`src/rtl/gcm_pkg.sv`:
```
// Shared types, constants and helpers for the GCM instance sequencer.
// Latency: n/a (declarations only).
// Backpressure: n/a.
package gcm_pkg;

  typedef enum logic [2:0] {
    ST_IDLE,
    ST_START,
    ST_AAD,
    ST_TEXT,
    ST_LEN,
    ST_WAIT_TAG
  } seq_state_t;

  localparam logic [1:0] GHASH_SEL_AAD  = 2'd0;
  localparam logic [1:0] GHASH_SEL_TEXT = 2'd1;
  localparam logic [1:0] GHASH_SEL_LEN  = 2'd2;

  // Number of 128-bit blocks covering a bit length. Callers pass a
  // zero-extended length of at most 63 significant bits, so the +127
  // cannot wrap.
  function automatic logic [63:0] blocks_of(input logic [63:0] bits);
    return (bits + 64'd127) >> 7;
  endfunction

endpackage

```
`src/rtl/gcm_instance_sequencer_if.sv`:
```
// Bundle of descriptor, upstream block and GHASH/CTR/tag signals around the sequencer.
// Latency: n/a (wires only).
// Backpressure: descriptor and block channels are valid/ready; downstream has none.
// Ports: master = block source / environment side, slave = sequencer side.
interface gcm_instance_sequencer_if #(
  parameter int LEN_W = 32
);
  logic              i_desc_valid;
  logic              o_desc_ready;
  logic [LEN_W-1:0]  i_aad_bits;
  logic [LEN_W-1:0]  i_txt_bits;
  logic              i_blk_valid;
  logic              o_blk_ready;
  logic [0:127]      i_blk;          // bit 0 = MSB
  logic              o_new_instance;
  logic              o_ghash_valid;
  logic [1:0]        o_ghash_sel;
  logic [0:127]      o_ghash_block;  // bit 0 = MSB
  logic              o_ctr_en;
  logic              o_tag_ready;
  logic              o_busy;

  modport master (
    output i_desc_valid, i_aad_bits, i_txt_bits, i_blk_valid, i_blk,
    input  o_desc_ready, o_blk_ready, o_new_instance, o_ghash_valid,
           o_ghash_sel, o_ghash_block, o_ctr_en, o_tag_ready, o_busy
  );

  modport slave (
    input  i_desc_valid, i_aad_bits, i_txt_bits, i_blk_valid, i_blk,
    output o_desc_ready, o_blk_ready, o_new_instance, o_ghash_valid,
           o_ghash_sel, o_ghash_block, o_ctr_en, o_tag_ready, o_busy
  );
endinterface

```
`src/rtl/gcm_block_counter.sv`:
```
// Loadable down-counter of remaining blocks in the current AAD/TEXT phase.
// Latency: load/decrement take effect on the next edge; last is combinational from the count.
// Backpressure: none; decrements only when the caller reports a consumed beat.
// Ports: clk/rst; load + load_val (priority over dec); dec; last = one block remaining.
module gcm_block_counter #(
  parameter int W = 32
) (
  input  logic         clk,
  input  logic         rst,
  input  logic         load,
  input  logic [W-1:0] load_val,
  input  logic         dec,
  output logic         last
);

  logic [W-1:0] cnt_q, cnt_d;

  always_comb begin
    cnt_d = cnt_q;
    if (load) begin
      cnt_d = load_val;
    end else if (dec && (cnt_q != '0)) begin
      cnt_d = cnt_q - W'(1);
    end
  end

  always_ff @(posedge clk or posedge rst) begin
    if (rst) begin
      cnt_q <= '0;
    end else begin
      cnt_q <= cnt_d;
    end
  end

  assign last = (cnt_q == W'(1));

endmodule

```
`src/rtl/gcm_instance_sequencer.sv`:
```
// Sequences one AES-GCM instance: new-instance strobe, AAD, TEXT, LEN block, tag-ready pulse.
// Latency: zero-cycle block pass-through; tag ready TAG_LAT cycles after the LEN beat.
// Backpressure: blocks accepted every AAD/TEXT cycle (bubbles give no beat); GHASH is never stalled.
// Ports: clk, rst (async active-high), bus (slave modport of gcm_instance_sequencer_if).
module gcm_instance_sequencer
  import gcm_pkg::*;
#(
  parameter int LEN_W   = 32,
  parameter int TAG_LAT = 2
) (
  input  logic                     clk,
  input  logic                     rst,
  gcm_instance_sequencer_if.slave  bus
);

  localparam int WAIT_W = (TAG_LAT > 1) ? $clog2(TAG_LAT) : 1;

  seq_state_t       state_q, state_d;
  logic [LEN_W-1:0] aad_q, aad_d;
  logic [LEN_W-1:0] txt_q, txt_d;
  logic [LEN_W-1:0] na_q, na_d;
  logic [LEN_W-1:0] nt_q, nt_d;
  logic [WAIT_W-1:0] wcnt_q, wcnt_d;

  logic             cnt_load;
  logic [LEN_W-1:0] cnt_load_val;
  logic             cnt_dec;
  logic             cnt_last;

  gcm_block_counter #(.W(LEN_W)) u_blk_cnt (
    .clk      (clk),
    .rst      (rst),
    .load     (cnt_load),
    .load_val (cnt_load_val),
    .dec      (cnt_dec),
    .last     (cnt_last)
  );

  always_comb begin
    state_d      = state_q;
    aad_d        = aad_q;
    txt_d        = txt_q;
    na_d         = na_q;
    nt_d         = nt_q;
    wcnt_d       = wcnt_q;
    cnt_load     = 1'b0;
    cnt_load_val = '0;
    cnt_dec      = 1'b0;

    unique case (state_q)
      ST_IDLE: begin
        if (bus.i_desc_valid) begin
          aad_d   = bus.i_aad_bits;
          txt_d   = bus.i_txt_bits;
          na_d    = LEN_W'(blocks_of(64'(bus.i_aad_bits)));
          nt_d    = LEN_W'(blocks_of(64'(bus.i_txt_bits)));
          state_d = ST_START;
        end
      end
      ST_START: begin
        if (na_q != '0) begin
          cnt_load     = 1'b1;
          cnt_load_val = na_q;
          state_d      = ST_AAD;
        end else if (nt_q != '0) begin
          cnt_load     = 1'b1;
          cnt_load_val = nt_q;
          state_d      = ST_TEXT;
        end else begin
          state_d = ST_LEN;
        end
      end
      ST_AAD: begin
        if (bus.i_blk_valid) begin
          if (cnt_last) begin
            // Reload for TEXT on the same edge so there is no gap between phases;
            // loading nt=0 leaves the counter cleared when TEXT is skipped.
            cnt_load     = 1'b1;
            cnt_load_val = nt_q;
            state_d      = (nt_q != '0) ? ST_TEXT : ST_LEN;
          end else begin
            cnt_dec = 1'b1;
          end
        end
      end
      ST_TEXT: begin
        if (bus.i_blk_valid) begin
          cnt_dec = 1'b1;
          if (cnt_last) begin
            state_d = ST_LEN;
          end
        end
      end
      ST_LEN: begin
        wcnt_d  = '0;
        state_d = ST_WAIT_TAG;
      end
      ST_WAIT_TAG: begin
        if (wcnt_q == WAIT_W'(TAG_LAT - 1)) begin
          wcnt_d  = '0;
          state_d = ST_IDLE;
        end else begin
          wcnt_d = wcnt_q + WAIT_W'(1);
        end
      end
      default: state_d = ST_IDLE;
    endcase
  end

  always_ff @(posedge clk or posedge rst) begin
    if (rst) begin
      state_q <= ST_IDLE;
      aad_q   <= '0;
      txt_q   <= '0;
      na_q    <= '0;
      nt_q    <= '0;
      wcnt_q  <= '0;
    end else begin
      state_q <= state_d;
      aad_q   <= aad_d;
      txt_q   <= txt_d;
      na_q    <= na_d;
      nt_q    <= nt_d;
      wcnt_q  <= wcnt_d;
    end
  end

  logic in_aad, in_text, in_len, in_data;
  assign in_aad  = (state_q == ST_AAD);
  assign in_text = (state_q == ST_TEXT);
  assign in_len  = (state_q == ST_LEN);
  assign in_data = in_aad || in_text;

  assign bus.o_desc_ready   = (state_q == ST_IDLE);
  assign bus.o_busy         = (state_q != ST_IDLE);
  assign bus.o_new_instance = (state_q == ST_START);
  assign bus.o_blk_ready    = in_data;
  assign bus.o_ghash_valid  = (in_data && bus.i_blk_valid) || in_len;
  assign bus.o_ctr_en       = in_text && bus.i_blk_valid;
  assign bus.o_tag_ready    = (state_q == ST_WAIT_TAG) && (wcnt_q == WAIT_W'(TAG_LAT - 1));

  always_comb begin
    bus.o_ghash_sel   = GHASH_SEL_AAD;
    bus.o_ghash_block = '0;
    if (in_data) begin
      bus.o_ghash_sel   = in_text ? GHASH_SEL_TEXT : GHASH_SEL_AAD;
      bus.o_ghash_block = bus.i_blk;
    end else if (in_len) begin
      bus.o_ghash_sel   = GHASH_SEL_LEN;
      bus.o_ghash_block = {64'(aad_q), 64'(txt_q)};
    end
  end

endmodule

```
`src/flat_wrapper.sv`:
```
// flat-port wrapper written by rule: the top's interface ports become plain ports
module gcm_instance_sequencer_flat import gcm_pkg::*;
#(
  parameter int LEN_W   = 32,
  parameter int TAG_LAT = 2
)
  (clk, rst, bus_i_desc_valid, bus_i_aad_bits, bus_i_txt_bits, bus_i_blk_valid, bus_i_blk, bus_o_desc_ready, bus_o_blk_ready, bus_o_new_instance, bus_o_ghash_valid, bus_o_ghash_sel, bus_o_ghash_block, bus_o_ctr_en, bus_o_tag_ready, bus_o_busy);
  gcm_instance_sequencer_if #(.LEN_W(LEN_W)) bus_i ();
  input  logic clk;
  input  logic rst;
  input wire logic [$bits(bus_i.i_desc_valid)-1:0] bus_i_desc_valid;
  input wire logic [$bits(bus_i.i_aad_bits)-1:0] bus_i_aad_bits;
  input wire logic [$bits(bus_i.i_txt_bits)-1:0] bus_i_txt_bits;
  input wire logic [$bits(bus_i.i_blk_valid)-1:0] bus_i_blk_valid;
  input wire logic [$bits(bus_i.i_blk)-1:0] bus_i_blk;
  output wire logic [$bits(bus_i.o_desc_ready)-1:0] bus_o_desc_ready;
  output wire logic [$bits(bus_i.o_blk_ready)-1:0] bus_o_blk_ready;
  output wire logic [$bits(bus_i.o_new_instance)-1:0] bus_o_new_instance;
  output wire logic [$bits(bus_i.o_ghash_valid)-1:0] bus_o_ghash_valid;
  output wire logic [$bits(bus_i.o_ghash_sel)-1:0] bus_o_ghash_sel;
  output wire logic [$bits(bus_i.o_ghash_block)-1:0] bus_o_ghash_block;
  output wire logic [$bits(bus_i.o_ctr_en)-1:0] bus_o_ctr_en;
  output wire logic [$bits(bus_i.o_tag_ready)-1:0] bus_o_tag_ready;
  output wire logic [$bits(bus_i.o_busy)-1:0] bus_o_busy;
  assign bus_i.i_desc_valid = bus_i_desc_valid;
  assign bus_i.i_aad_bits = bus_i_aad_bits;
  assign bus_i.i_txt_bits = bus_i_txt_bits;
  assign bus_i.i_blk_valid = bus_i_blk_valid;
  assign bus_i.i_blk = bus_i_blk;
  assign bus_o_desc_ready = bus_i.o_desc_ready;
  assign bus_o_blk_ready = bus_i.o_blk_ready;
  assign bus_o_new_instance = bus_i.o_new_instance;
  assign bus_o_ghash_valid = bus_i.o_ghash_valid;
  assign bus_o_ghash_sel = bus_i.o_ghash_sel;
  assign bus_o_ghash_block = bus_i.o_ghash_block;
  assign bus_o_ctr_en = bus_i.o_ctr_en;
  assign bus_o_tag_ready = bus_i.o_tag_ready;
  assign bus_o_busy = bus_i.o_busy;
  gcm_instance_sequencer #(.LEN_W(LEN_W), .TAG_LAT(TAG_LAT)) u_core (.clk(clk), .rst(rst), .bus(bus_i));
endmodule
```
`config.mk`:
```
export PLATFORM = sky130hd
export DESIGN_NAME = gcm_instance_sequencer_flat
export DESIGN_NICKNAME = d
export VERILOG_FILES = /design/src/rtl/gcm_pkg.sv /design/src/rtl/gcm_instance_sequencer_if.sv /design/src/rtl/gcm_block_counter.sv /design/src/rtl/gcm_instance_sequencer.sv /design/src/flat_wrapper.sv
export SDC_FILE = /design/constraint.sdc
export NUM_CORES = 1
export LEC_CHECK = 0
export CORE_MARGIN = 2
export CORE_UTILIZATION = 44
export CTS_CLUSTER_DIAMETER = 30
export DETAILED_ROUTE_END_ITERATION = 10
export PLACE_DENSITY = 0.8
export SLEW_MARGIN = 20
export SYNTH_ARGS = -nofsm -noshare
export SYNTH_HDL_FRONTEND = slang
export SYNTH_SLANG_ARGS = --single-unit
```
`constraint.sdc`:
```
create_clock -name clk -period 13.01 [get_ports clk]
set_clock_uncertainty 0.2 [all_clocks]
set_input_delay 2.602 -clock clk [delete_from_list [all_inputs] [get_ports clk]]
set_output_delay 2.602 -clock clk [all_outputs]
set_load 0.05 [all_outputs]
```
==> impl_metrics.tcl, run 1 <==
set metrics [dict create \
    synthArstFlopShare_pct 100.0 \
    chipHeight_um 144.4 \
    cts_tree "yes" \
    yosys.area_share.xor_xnor_pct 6.870 \
    slew_violations 0 \
    crit_type "input pin to output port" \
    nNetsFinal 1502 \
    synthFlopType "dfrtp_1" \
    ir_drop_v 0.0001160 \
    fillCellCount 1649 \
    period_share_pct 56.09 \
    ios 333 \
    whs_endpoint "u_core.txt_q[6]$_DFFE_PP0P_" \
    cts_resized 0 \
    synth_top_family_by_area "simple AND/OR/NAND/NOR gates" \
    yosysUniqueCellTypes 66 \
    period_needed_ns 7.297 \
    yosys_register_bits 152 \
    die_x_um 144.4 \
    p_leak_nw 5.383 \
    num_vias 8651 \
    cp.required_ns 10.21 \
    numClockSinks 152 \
    place_hpwl_um 22970 \
    initial_utilization_pct 44.69 \
    io_buffers 332 \
    ant_nets 0 \
    ctsHoldBuffers 0 \
    p_per_area_nw_per_um2 231.4 \
    cts_buffer_depth 2 \
    critPathMaxFanout 10 \
    cp_slowest_cell "clkdlybuf4s50_1" \
    drtIter0Drc 697 \
    status "finished clean" \
    syn_avg_cell_area_um2 8.601 \
    dieArea_um2 20840 \
    area_growth_pct 46.70 \
    synth_edf_count 0 \
    worstHoldPathType "flip-flop to flip-flop" \
    ys.warnings.count 0 \
    timing.rr.start "u_core.u_blk_cnt.cnt_q[16]$_DFFE_PP0P_" \
    cts_buffers 17 \
    holdPathStages 2 \
    cp_cell_sequence "clkdlybuf4s50_1 -> and3b_1 -> and2_1 -> clkdlybuf4s50_1" \
    drcViolationCount 0 \
    finalWorstSetupSlack_ns 5.713 \
    cp_top_family "buffers and inverters" \
    synthSimpleGateAreaFrac_pct 29.34 \
    antenna_found_initial 3 \
    r2r_slack_ns 9.99 \
    clk_pin_slew_ns 0.06 \
    vias_per_cell 5.472 \
    grt_max_degree 113 \
    synth_fa_ha_area_share_pct 0.4330 \
    yosysTopAreaCellShare_pct 43.87 \
    avgRoutedWirePerCell_um 19.09 \
    synth_compound_area_share_pct 16.18 \
    synth_top_area_cell "dfrtp_1" \
    grt_overflow 0 \
    h-tree-depth 4 \
    routed_wl_um 30190 \
    setup_tns_ns 0 \
    insertion_delay_ns 0.43 \
    final_common_cell "clkdlybuf4s50_1" \
    r2r_cells 6 \
    seq_area_frac_synth_pct 43.87 \
    coreArea_um2 19400 \
    max_freq_ghz 0.1370 \
    track_usage_pct 28.85 \
    fp-row-count 51 \
    r2r_end "u_core.u_blk_cnt.cnt_q[8]$_DFFE_PP0P_" \
    grt_pass1_wl_um 45680 \
    grt_setup_unrepaired "no" \
    layout_common_cells "clkdlybuf4s50_1, nand2_1, dfrtp_1" \
    diodes 0 \
    hp-start "u_core.txt_q[6]$_DFFE_PP0P_" \
    maxCapViolCount 0 \
    cts-root-buf "clkbuf_16" \
    first_global_vias 8420 \
    pre_cts_slack_ns 5.706 \
    max_slew_margin_pct 28.79 \
    cp_slowest_stage_delay_ns 0.80 \
    cp-start-kind "input pin" \
    drive_above_1_share_pct 4.863 \
    syn-num-nets 1207 \
    setup_viol 0 \
    netlist_instances 1008 \
    hold_viol 0 \
    path_buf_inv 2 \
    synth_area_um2 8670 \
    gp_congestion 0.8985 \
    synth_mux_area_share_pct 0 \
    cts_setup_buffers 0 \
    cp-end-kind "output port" \
    tightest_slew_ns 1.068 \
    first_pass_iters 6 \
    cpMostUsedCell "clkdlybuf4s50_1" \
    crit_arrival_ns 4.49 \
    synth_area_leaders "dfrtp_1, nand2_1, a22o_1, and2_1, xor2_1" \
]
-- report_power, final --
| group | switching (mW) | internal, mW | total [mW] |
|---|---|---|---|
| Sequential | 0.195 | 0.676 | 0.871 |
| Clock | 0.207 | 0.277 | 0.484 |
| Combinational | 1.02 | 0.569 | 1.59 |
| Total | 1.42 | 1.52 | 2.94 |
-- metal layers --
layer	GRT usage [%]	part of all wire, %	up-vias
met5	0	0.099	-
met3	8.344	7.0	50
met4	7.307	1.8	4
li1	-	-	4114
met1	34.52	39	4188
met2	51.04	52	295
-- worst max-delay path by stage --
| stage | start | end | slack (ns) | cells after the start |
|---|---|---|---|---|
| CTS | bus_i_blk_valid | bus_o_ctr_en | 5.71 | 4 |
| floorplan | rst | u_core.aad_q[0]$_DFFE_PP0P_ | 6.11 | 1 |
| finish | bus_i_blk_valid | bus_o_ctr_en | 5.71 | 4 |
| global placement | bus_i_blk_valid | bus_o_ctr_en | 5.74 | 4 |
| global route | bus_i_blk_valid | bus_o_ctr_en | 5.66 | 4 |
| detailed placement | bus_i_blk_valid | bus_o_ctr_en | 5.71 | 4 |
-- logic make-up (layout without fill, tap and decap cells) --
group	Yosys count	after routing
buffers and inverters	71	379
and+or+nand+nor	518	518
DFF	152	152
xor gates and xnor gates	68	68
adders and majority gates	3	3
AOI/OAI and AO/OA	196	196
-- registers in the layout (all words and copies together) (netlist names) --
| register | flops |
|---|---|
| u_core.aad_q | 32 |
| u_core.state_q | 3 |
| u_core.txt_q | 32 |
| u_core.u_blk_cnt.cnt_q | 32 |
| u_core.wcnt_q | 1 |
| u_core.na_q | 26 |
| u_core.nt_q | 26 |
-- cells in the mapped netlist (all sizes together), types with 27 or more instances --
library cell,n
o21ai,73
nand2,275
dfrtp,152
nand3,36
and2,70
nor4,34
xnor2,27
clkbuf,45
xor2,41
a22o,70
nor2,35
-- stage by stage --
stage          std cells  util (%)  hold slack [ns]  power, mW  cell area, um2
3_3_place_gp        1549     62.61           0.2582      2.436           12150
3_5_place_dp        1549     62.61           0.2634      2.463           12150
4_1_cts             1581     65.56           0.2794      2.947           12720
5_1_grt             1581     65.56           0.2987      3.098           12720
6_report            1581     65.56           0.2771      2.944           12720
2_1_floorplan       1008         -           0.2466      1.911            8670
-- final cells by class --
| class | count | area [um2] | share of cell area [%] |
|---|---|---|---|
| clock buffer | 20 | 456.7 | 3.591 |
| clock inverter | 12 | 116.4 | 0.9149 |
| inverter | 9 | 38.79 | 0.3050 |
| multi-input combinational | 785 | 4603 | 36.19 |
| sequential | 152 | 3804 | 29.91 |
| tap | 265 | 331.6 | 2.607 |
| timing repair buffer | 338 | 3368 | 26.48 |
-- worst register-to-register path, cell delays in order, from the launching register on --
cell and delay [ns]:
dfrtp_1 0.43, nor4_1 0.61, and4b_2 0.38, and4_1 0.30, a21o_2 0.43, nor2_2 0.18, a221o_1 0.38
Note: power is estimated with default switching activity, not from simulation.
==> run 2, diff against run 1 <==
==> constraint.sdc (replaced) <==
create_clock -name clk -period 7 [get_ports clk]
set_clock_uncertainty 0.2 [all_clocks]
set_input_delay 1.4 -clock clk [delete_from_list [all_inputs] [get_ports clk]]
set_output_delay 1.4 -clock clk [all_outputs]
set_load 0.05 [all_outputs]
==> run 2 against run 1 <==
  * Register-to-register slack worse by 6.1 ns
  * Hold slack worse by 0.0025 ns
  * Clock-buffer cell count down 1
  * Combinational power up 87%
  * Core utilization down 0.058 points
  * Critical path type is now flip-flop to output port
  * Largest power group unchanged
  * Highest routed layer is now met4
==> impl_metrics.tcl, run 2 (same netlist as run 1, synthesis figures left out) <==
set metrics [dict create \
    crit_arrival_ns 3.46 \
    coreArea_um2 19400 \
    top_regs "u_core.aad_q (32), u_core.txt_q (32), u_core.u_blk_cnt.cnt_q (32)" \
    clk_pin_slew_ns 0.06 \
    cp.required_ns 5.40 \
    power_frac_seq_pct 29.6 \
    chipHeight_um 144.4 \
    placed_cells 1550 \
    track_usage_pct 29.01 \
    layout_common_cells "clkdlybuf4s50_1, nand2_1, dfrtp_1" \
    die_x_um 144.4 \
    cts_tree "yes" \
    nNetsFinal 1503 \
    fin_cells 1582 \
    fillCellCount 1620 \
    cts_buffer_depth 2 \
    slew_violations 0 \
    cp-start-kind "flip-flop" \
    area_growth_pct 46.57 \
    critPathMaxFanout 82 \
    maxCapViolCount 0 \
    final_util_pct 65.51 \
    holdPathStages 2 \
    pwr-share-clk_pct 16.0 \
    period_share_pct 72.22 \
    diodes 0 \
    final_common_cell "clkdlybuf4s50_1" \
    grt_setup_unrepaired "no" \
    cts_buffers 17 \
    max_freq_ghz 0.1978 \
    initial_utilization_pct 44.69 \
    p_switching_mw 2.651 \
    gp_congestion 0.9166 \
    io_buffers 332 \
    cts_resized 0 \
    switching_share_pct 48.55 \
    cts-root-buf "clkbuf_16" \
    hold_viol 0 \
    cp-end-kind "output port" \
    p_total_mw 5.461 \
    cts_setup_buffers 0 \
    numClockSinks 152 \
    r2r_cells 6 \
    ios 333 \
    first_pass_iters 5 \
    drcViolationCount 0 \
    whs_ns 0.2746 \
    max_slew_margin_pct 35.88 \
    dieArea_um2 20840 \
    insertion_delay_ns 0.43 \
    grt_max_degree 107 \
    p_per_area_nw_per_um2 429.8 \
    status "finished clean" \
    worstHoldPathType "flip-flop to flip-flop" \
    drtIter0Drc 730 \
    fp-row-count 51 \
    ir_drop_v 0.0002470 \
    first_global_vias 8295 \
    crit_type "flip-flop to output port" \
    period_needed_ns 5.055 \
    h-tree-depth 4 \
    setup_tns_ns 0 \
    setup_viol 0 \
    grt_overflow 0 \
    drive_above_1_share_pct 4.860 \
    p_comb_share_pct 54.4 \
    ant_nets 0 \
    grt_pass1_wl_um 45770 \
    antenna_found_initial 1 \
    routed_wl_um 30200 \
    avgRoutedWirePerCell_um 19.09 \
    num_vias 8531 \
    vias_per_cell 5.393 \
    ctsHoldBuffers 0 \
    intPower_mw 2.810 \
    place_hpwl_um 22860 \
    tightest_slew_ns 0.9597 \
    p_leak_nw 5.361 \
]
## run 2: routing by layer
layer	vias up	wire length, um	global-route usage, %	part of all wire (%)
met5	-	0	0	0
met4	0	510	7.409	1.7
met3	38	2163	8.013	7.2
met2	306	15910	51.51	53
met1	4088	11620	34.75	38
li1	4099	-	-	-
## run 2: stage by stage
step,cell area (um2),setup slack (ns)
final,12710,1.945
after global routing,12710,1.742
after CTS,12710,1.916
after detailed placement,12150,2.124
after global placement,12150,2.141
after floorplan,8670,1.307
## run 2: worst paths after layout
kind / from / slack [ns] / end
worst max register to register: u_core.state_q[1]$_DFFE_PP0P_ / 3.92 / u_core.u_blk_cnt.cnt_q[9]$_DFFE_PP0P_
worst min-delay path: u_core.txt_q[6]$_DFFE_PP0P_ / 0.27 / u_core.txt_q[6]$_DFFE_PP0P_
worst min register to register: u_core.txt_q[6]$_DFFE_PP0P_ / 0.27 / u_core.txt_q[6]$_DFFE_PP0P_
worst max-delay path: u_core.state_q[1]$_DFFE_PP0P_ / 1.94 / bus_o_ghash_block[13]
min in group asynchronous: rst / 1.36 / u_core.na_q[9]$_DFFE_PP0P_
max in group asynchronous: rst / 4.03 / u_core.txt_q[0]$_DFFE_PP0P_
## run 2: cell type report
| cell class | count | area [um2] | share of cell area, % |
|---|---|---|---|
| multi-input combinational | 785 | 4603 | 36.22 |
| sequential | 152 | 3804 | 29.93 |
| timing repair buffer | 339 | 3376 | 26.57 |
| clock buffer | 19 | 432.9 | 3.407 |
| tap | 265 | 331.6 | 2.609 |
| clock inverter | 13 | 121.4 | 0.9551 |
| inverter | 9 | 38.79 | 0.3052 |
## run 2: critical path: stages (launching register included)
cell and delay (ns):
dfrtp_1 0.52, nor2b_4 0.19, buf_4 0.58, buf_4 0.58, a22o_1 0.25, clkdlybuf4s50_1 0.88
## run 2: power by group through the flow
stage	Clock, mW	Combinational (mW)	Sequential, mW
after detailed placement	0	2.97	1.62
after global placement	0	2.93	1.61
after floorplan	0	2.08	1.47
after CTS	0.883	2.98	1.60
after global routing	0.917	3.17	1.65
final	0.875	2.97	1.62
==> run 3, diff against run 2 <==
--- a/config.mk
+++ b/config.mk
@@ -6,10 +6,10 @@
 export NUM_CORES = 1
 export LEC_CHECK = 0
 export CORE_MARGIN = 2
-export CORE_UTILIZATION = 44
+export CORE_UTILIZATION = 40
 export CTS_CLUSTER_DIAMETER = 30
 export DETAILED_ROUTE_END_ITERATION = 10
-export PLACE_DENSITY = 0.8
+export PLACE_DENSITY = 0.77
 export SLEW_MARGIN = 20
 export SYNTH_ARGS = -nofsm -noshare
 export SYNTH_HDL_FRONTEND = slang
==> constraint.sdc (replaced) <==
create_clock -name clk -period 4.34 [get_ports clk]
set_clock_uncertainty 0.2 [all_clocks]
set_input_delay 0.868 -clock clk [delete_from_list [all_inputs] [get_ports clk]]
set_output_delay 0.868 -clock clk [all_outputs]
set_load 0.05 [all_outputs]
==> run 3 against run 2 <==
  * Cell area rose by 2.3%
  * Highest routed layer unchanged
  * Largest cell class unchanged
  * Total power up 67%
  * Final cell count increased by 1.8%
  * Critical path type unchanged
  * Hold slack better by 0.0032 ns
  * Combinational power rose by 65%
  * Die area is 9.7% higher
  * Non-clock buffer count increased by 19
==> impl_metrics.tcl, run 3 (same netlist as run 1, synthesis figures left out) <==
set metrics [dict create \
    period_share_pct 91.46 \
    setup_viol 0 \
    slew_violations 0 \
    status "finished clean" \
    holdPathStages 2 \
    setup_tns_ns 0 \
    crit_arrival_ns 2.90 \
    coreArea_um2 21150 \
    vias_per_cell 5.352 \
    die_x_um 151.2 \
    cp_slowest_stage_delay_ns 0.81 \
    max_freq_ghz 0.2519 \
    grt_pass1_wl_um 45940 \
    cp_cell_sequence "nand2b_1 -> nor2_4 -> buf_12 -> a22o_1 -> clkdlybuf4s50_1" \
    h-tree-depth 4 \
    numClockSinks 152 \
    final_common_cell "clkdlybuf4s50_1" \
    maxCapViolCount 0 \
    fin_cells 1611 \
    tightest_slew_ns 0.8467 \
    nNetsFinal 1522 \
    cts_setup_buffers 0 \
    max_slew_margin_pct 43.55 \
    top_regs "u_core.aad_q (32), u_core.txt_q (32), u_core.u_blk_cnt.cnt_q (32)" \
    cp.required_ns 3.27 \
    antenna_found_initial 0 \
    cts-root-buf "clkbuf_16" \
    place_hpwl_um 23650 \
    routed_wl_um 30010 \
    num_vias 8622 \
    p_per_area_nw_per_um2 703.2 \
    avgRoutedWirePerCell_um 18.63 \
    io_buffers 332 \
    grt_setup_unrepaired "no" \
    initial_utilization_pct 40.98 \
    final_util_pct 61.45 \
    track_usage_pct 26.16 \
    ant_nets 0 \
    gp_congestion 0.9164 \
    chipHeight_um 151.2 \
    crit_type "flip-flop to output port" \
    cp-start-kind "flip-flop" \
    pre_cts_slack_ns 0.7937 \
    area_growth_pct 49.95 \
    placed_cells 1579 \
    drcViolationCount 0 \
    drive_above_1_share_pct 6.737 \
    fin_area_um2 13000 \
    ctsHoldBuffers 0 \
    cts_buffer_depth 2 \
    p_leak_nw 5.535 \
    ir_drop_v 0.0003696 \
    diodes 0 \
    cts_buffers 17 \
    first_pass_iters 6 \
    cts_tree "yes" \
    worstHoldPathType "flip-flop to flip-flop" \
    ios 333 \
    whs_ns 0.2778 \
    cp_slowest_cell "clkdlybuf4s50_1" \
    fp-row-count 53 \
    r2r_cells 6 \
    layout_common_cells "clkdlybuf4s50_1, nand2_1, dfrtp_1" \
    p_total_mw 9.141 \
    clk_pin_slew_ns 0.07 \
    insertion_delay_ns 0.43 \
    r2r_slack_ns 1.28 \
    cts_resized 0 \
    grt_overflow 0 \
    period_needed_ns 3.970 \
    finalWorstSetupSlack_ns 0.3705 \
    postPlaceCellArea_um2 12360 \
    dieArea_um2 22870 \
    grt_max_degree 82 \
    first_global_vias 8538 \
    drtIter0Drc 567 \
    cp-end-kind "output port" \
    critPathMaxFanout 33 \
    hold_viol 0 \
]
## run 3: cell count changes in the layout (fill, tap and decap cells not counted), sizes merged
| cell | change |
|---|---|
| bufinv | +3 |
| clkbuf | -2 |
| clkdlybuf4s50 | -5 |
| clkinvlp | -3 |
| buf | +24 |
| clkinv | +2 |
## run 3: per-layer routing
layer	share of wire (%)	global-route usage, %	up-vias
li1	-	-	4145
met1	38	30.90	4132
met2	53	46.61	302
met3	7.0	6.958	43
met4	2.2	7.523	0
met5	0	0	-
## run 3: path summary, 6_finish.rpt
| kind | start | to |
|---|---|---|
| setup / recovery | u_core.state_q[1]$_DFFE_PP0P_ | bus_o_ghash_block[77] |
| hold / removal | u_core.txt_q[8]$_DFFE_PP0P_ | u_core.txt_q[8]$_DFFE_PP0P_ |
| setup reg to reg | u_core.state_q[1]$_DFFE_PP0P_ | u_core.u_blk_cnt.cnt_q[9]$_DFFE_PP0P_ |
| hold reg to reg | u_core.txt_q[8]$_DFFE_PP0P_ | u_core.txt_q[8]$_DFFE_PP0P_ |
| max in group asynchronous | rst | u_core.txt_q[7]$_DFFE_PP0P_ |
| min in group asynchronous | rst | u_core.aad_q[15]$_DFFE_PP0P_ |
## run 3: worst max-delay path, delay by kind of cell, from the launching register on
kind / cells / cell delay (ns)
DFF: 1 / 0.49
buffers and inverters: 2 / 1.06
and+or+nand+nor: 2 / 0.74
AOI/OAI and AO/OA: 1 / 0.15
## run 3: area by class of cell
class                   count  area, um2
multi-input cells         785       4603
clock inverters            15      217.7
fillers                  1773       8154
flip-flops and latches    152       3804
inverters                   9      37.54
repair buffers            358       3568
well taps                 275      344.1
clock buffers              17      425.4
## run 3: power breakdown
group          switching, mW  internal, mW
Combinational           3.08          1.82
Clock                  0.636         0.978
Sequential             0.597          2.03
